===== config.mk =====
export PLATFORM = sky130hd
export DESIGN_NAME = instr_fetch_unit
export DESIGN_NICKNAME = d
export VERILOG_FILES = /design/src/rtl/instr_fetch_unit.sv
export SDC_FILE = /design/constraint.sdc
export NUM_CORES = 1
export LEC_CHECK = 0
export CORE_MARGIN = 2
export CORE_UTILIZATION = 43
export DETAILED_ROUTE_END_ITERATION = 8
export GPL_ROUTABILITY_DRIVEN = 0
export PLACE_DENSITY = 0.8
export SETUP_SLACK_MARGIN = 0.4
export SYNTH_ARGS = -nofsm -noshare
export SYNTH_HDL_FRONTEND = slang
export SYNTH_SLANG_ARGS = --single-unit

===== constraint.sdc =====
create_clock -name clk -period 2.38 [get_ports clk]
set_clock_uncertainty 0.05 [all_clocks]
set_input_delay 0.595 -clock clk [delete_from_list [all_inputs] [get_ports clk]]
set_output_delay 0.595 -clock clk [all_outputs]
set_load 0.03 [all_outputs]

===== src/rtl/instr_fetch_unit.sv =====
// Instruction fetch unit: accepts one PC address, performs a single req/gnt/rvalid
// memory read, and buffers the result for decode behind a valid/ready handshake.
module instr_fetch_unit #(
  parameter int unsigned             ADDR_WIDTH  = 32,
  parameter int unsigned             INSTR_WIDTH = 32,
  parameter logic [INSTR_WIDTH-1:0]  NOP_INSTR   = 32'h0000_0013
) (
  input  logic                   clk,
  input  logic                   rst_n,
  input  logic                   fetch_req_i,
  input  logic [ADDR_WIDTH-1:0]  fetch_addr_i,
  output logic                   fetch_ack_o,
  input  logic                   kill_i,
  output logic                   instr_valid_o,
  input  logic                   instr_ready_i,
  output logic [INSTR_WIDTH-1:0] instr_o,
  output logic [ADDR_WIDTH-1:0]  instr_addr_o,
  output logic                   instr_err_o,
  output logic                   mem_req_o,
  output logic [ADDR_WIDTH-1:0]  mem_addr_o,
  input  logic                   mem_gnt_i,
  input  logic                   mem_rvalid_i,
  input  logic [INSTR_WIDTH-1:0] mem_rdata_i,
  input  logic                   mem_err_i
);

  typedef enum logic [2:0] {
    IDLE,
    WAIT_GNT,
    WAIT_RVALID,
    DRAIN,
    HOLD
  } state_e;

  state_e                 state_q, state_d;
  logic                   stale_q, stale_d;
  logic [ADDR_WIDTH-1:0]  addr_q, addr_d;
  logic [INSTR_WIDTH-1:0] instr_q, instr_d;
  logic [ADDR_WIDTH-1:0]  instr_addr_q, instr_addr_d;
  logic                   err_q, err_d;
  logic                   misaligned;

  assign misaligned  = |fetch_addr_i[1:0];
  assign fetch_ack_o = fetch_req_i & ~kill_i &
                       ((state_q == IDLE) | ((state_q == HOLD) & instr_ready_i));

  assign mem_req_o     = (state_q == WAIT_GNT);
  assign mem_addr_o    = mem_req_o ? {addr_q[ADDR_WIDTH-1:2], 2'b00} : '0;
  assign instr_valid_o = (state_q == HOLD);
  assign instr_o       = instr_valid_o ? instr_q : NOP_INSTR;
  assign instr_addr_o  = instr_addr_q;
  assign instr_err_o   = instr_valid_o & err_q;

  always_comb begin
    // NOTE: every signal gets a default first so no path through the case infers a latch.
    state_d      = state_q;
    stale_d      = stale_q;
    addr_d       = addr_q;
    instr_d      = instr_q;
    instr_addr_d = instr_addr_q;
    err_d        = err_q;

    // Acceptance is shared by IDLE and the HOLD handshake; a misaligned PC skips the bus.
    if (fetch_ack_o) begin
      addr_d = fetch_addr_i;
      if (misaligned) begin
        state_d      = HOLD;
        instr_d      = NOP_INSTR;
        instr_addr_d = fetch_addr_i;
        err_d        = 1'b1;
      end else begin
        state_d = WAIT_GNT;
      end
    end else begin
      unique case (state_q)
        WAIT_GNT: begin
          if (mem_gnt_i) begin
            state_d = (stale_q | kill_i) ? DRAIN : WAIT_RVALID;
          end else if (kill_i) begin
            stale_d = 1'b1;
          end
        end
        WAIT_RVALID: begin
          if (mem_rvalid_i && kill_i) begin
            state_d = IDLE;
          end else if (mem_rvalid_i) begin
            state_d      = HOLD;
            instr_d      = mem_err_i ? NOP_INSTR : mem_rdata_i;
            instr_addr_d = addr_q;
            err_d        = mem_err_i;
          end else if (kill_i) begin
            state_d = DRAIN;
          end
        end
        DRAIN: begin
          if (mem_rvalid_i) begin
            state_d = IDLE;
            stale_d = 1'b0;
          end
        end
        HOLD: begin
          if (kill_i || instr_ready_i) state_d = IDLE;
        end
        default: ;
      endcase
    end
  end

  // NOTE: sequential state uses non-blocking assignments only; reset is synchronous.
  always_ff @(posedge clk) begin
    if (!rst_n) begin
      state_q      <= IDLE;
      stale_q      <= 1'b0;
      addr_q       <= '0;
      instr_q      <= NOP_INSTR;
      instr_addr_q <= '0;
      err_q        <= 1'b0;
    end else begin
      state_q      <= state_d;
      stale_q      <= stale_d;
      addr_q       <= addr_d;
      instr_q      <= instr_d;
      instr_addr_q <= instr_addr_d;
      err_q        <= err_d;
    end
  end

endmodule


==> run_results.csv <==
group,metric,value,unit
status,status,"finished, final reports clean",
detailed_routing,ant_nets,0,
sta,max_freq,430,MHz
logic_synthesis,yosys_register_bits,101,
power,total_power,0.00485,W
global_routing,globalRouteTotalUtil,0.276,
detailed_routing,routed_wl,16300,um
logic_synthesis,yosysWarnings,0,
detailed_routing,first_pass_iters,4,
detailed_routing,top_layer,"met4",
power,internal_power,0.00324,W
sta,fin_setup_tns,0,ps
detailed_routing,drc_errors,0,
floorplanning,ios,172,
final_layout,num_antenna_cells,0,
clock_network,h-tree-depth,3,
global_routing,grt_pass1_vias,4319,
detailed_routing,drtIter0Drc,220,
clock_network,path_clk_slew,100,ps
detailed_routing,wl_met3,1310,um
global_routing,grt_max_degree,39,
sta,drv_slew,0,
detailed_routing,dr_wl_met2,8330,um
logic_synthesis,synthTopCellsByArea,"dfxtp_1 48%, and2_1 9.3%, mux2i_1 7.7%, a32oi_1 6.1%, nor2_1 6.0%",
clock_network,cts_hold_buf,0,
global_routing,grt_first_pass_wirelength,22400,um
floorplanning,chipWidth,103,um
final_layout,fillers,549,
clock_network,clockBufferDepth,2,
detailed_routing,num_vias,4318,
clock_network,clkSinkCount,101,
power,p_per_area,648,mW/mm^2
worst_setup_path,required,1740,ps
sta,worst_slack,56.2,ps
power,swShare,0.332,
global_routing,grt_overflow_total,0,
logic_synthesis,synth.avg_cell_area,9.34,um^2
logic_synthesis,synth_area_leader_cell,"dfxtp_1",
final_layout,syn_to_final_growth,79.2,%
logic_synthesis,synth_top_area_share,0.484,
power,combPwrFrac,0.372,
global_routing,antenna_found_initial,0,
worst_hold_path,hold_class,"flop to flop",
sta,min_period,2320,ps
placement,dpl_worst_slack,-258,ps
sta,hold_violations,0,
worst_setup_path,cp_max_fo,7,
flow_run,cap_viol_max_count,0,
detailed_routing,viasPerCell,5.49,
logic_synthesis,synth_cells,447,
sta,post-route-period-util,0.976,
power,seq_power_share,0.395,
logic_synthesis,yosysSeqAreaShare,0.484,
worst_setup_path,worstSetupEndpointType,"output port",
final_layout,nets,725,
logic_synthesis,synth_edf_count,0,
sta,rsz0062_at_grt,"yes",
floorplanning,die-area,0.0105,mm^2
clock_network,root_buffer,"clkbuf_8",
logic_synthesis,synth_flop_cell,"dfxtp_1",
worst_setup_path,crit_type,"flop to output port",
final_layout,seqCellArea,0.00203,mm^2
placement,hpwlAfterDp,8130,um
power,power_switching,0.00161,W
worst_setup_path,arrival,1680,ps
final_layout,drive_gt1_frac,0.380,
floorplanning,die_h,103,um
clock_network,tritoncts,"done",
placement,port_buffers,169,
detailed_routing,met1_length,6260,um
clock_network,cts_buffers,9,
power,clkPwrFrac,0.233,
power,leakagePower,3.30,nW
floorplanning,start_util,0.448,
power,ir_drop,387,uV
sta,setup_viol,0,
floorplanning,placeableCoreArea,0.00933,mm^2
worst_setup_path,rrSetupSlack,110,ps
detailed_routing,avgRoutedWirePerCell,20.6,um
floorplanning,rows,35,
worst_setup_path,startpoint_type,"flop",
clock_network,clk_latency,360,ps
final_layout,multi_input_area,0.00232,mm^2
logic_synthesis,async_flop_share,0,
logic_synthesis,ys_types,35,
logic_synthesis,syn-cell-area,0.00418,mm^2
## final timing paths
path | depth (start not counted) | end | start
worst max-delay path | 6 | instr_o[21] | state_q[1]$_SDFFE_PN0P_
worst min-delay path | 2 | addr_q[1]$_SDFFE_PN0N_ | addr_q[1]$_SDFFE_PN0N_
worst max register to register | 7 | instr_q[30]$_SDFFE_PN0P_ | state_q[0]$_SDFFE_PN0P_
worst min register to register | 2 | addr_q[1]$_SDFFE_PN0N_ | addr_q[1]$_SDFFE_PN0N_
## logic make-up (layout without fill, tap and decap cells)
group           after synthesis  after routing  synth area share
flops                       101            101             0.484
simple gates                187            187             0.233
buf+inv                      48            258            0.0563
compound gates               78             78             0.148
other cells                   1              2          0.000898
mux                          32             32            0.0767
## cells in the final DEF, fill, tap and decap left out, types with 3 or more instances in the layout
cell type / instances
dfxtp_1: 98
buf_6: 87
clkdlybuf4s50_1: 69
nor2_1: 67
and2_4: 60
dlygate4sd2_1: 34
nor3_1: 32
mux2i_1: 32
a211oi_1: 32
a32oi_2: 22
buf_4: 17
buf_12: 13
buf_16: 10
clkbuf_8: 9
a32oi_1: 7
nand2_1: 6
buf_8: 6
nand2b_1: 3
o32ai_1: 3
a31oi_1: 3
inv_6: 3
## per-layer routing
metal / track usage / vias up
met5: 0 / -
met4: 0.0810 / 0
met3: 0.0929 / 30
met2: 0.473 / 197
met1: 0.330 / 2091
li1: - / 2000
## metrics by stage
stage	hold WS [ps]	area, um^2	util	std cells
after detailed placement	430	6010	0.644	727
after floorplan	406	4260	-	448
after global placement	421	6010	0.644	727
final	451	7480	0.802	787
after CTS	452	7150	0.766	780
after global routing	481	7480	0.802	787
## cells in the mapped netlist, drive strengths merged (2+ instances only)
cell type  number
a211oi         33
a311oi          2
a31oi           3
a32oi          29
and2           62
buf            23
clkbuf         21
dfxtp         101
inv             4
mux2i          32
nand2           8
nand2b          5
nor2           67
nor3           34
nor3b           4
o21a            2
o21ai           2
o32ai           3
or3             2
## repair_timing
action / CTS / global route
gates resized for setup: 204 / 58
pin swaps: 79 / 32
endpoints found under the setup margin: 185 / 132
gates cloned: 14 / 1
setup buffers: 23 / 6
## power groups by stage
stage	sequential (W)	combinational (W)	clock [W]
after global placement	0.00193	0.00120	0
after global routing	0.00193	0.00189	0.00121
after CTS	0.00190	0.00163	0.00114
after floorplan	0.00206	0.000585	0
after detailed placement	0.00194	0.00121	0
final	0.00191	0.00181	0.00113
## critical path: stages, from the launching register on
cell,delay (ps)
dfxtp_4,380
nor3b_4,250
buf_6,170
buf_12,110
buf_8,120
and2_4,150
buf_6,120
## flip-flops by register name (all words and copies together) (netlist names)
signal	cells
addr_q	32
err_q	1
instr_addr_o	32
instr_q	32
stale_q	1
state_q	3
## layout make-up
type / instances / share of cell area
multi-input combinational: 299 / 0.310
timing repair buffer: 238 / 0.368
tap: 129 / 0.0216
inverter: 4 / 0.00201
clock inverter: 7 / 0.0105
clock buffer: 9 / 0.0166
sequential: 101 / 0.271
(Power assumes the default switching activity.)
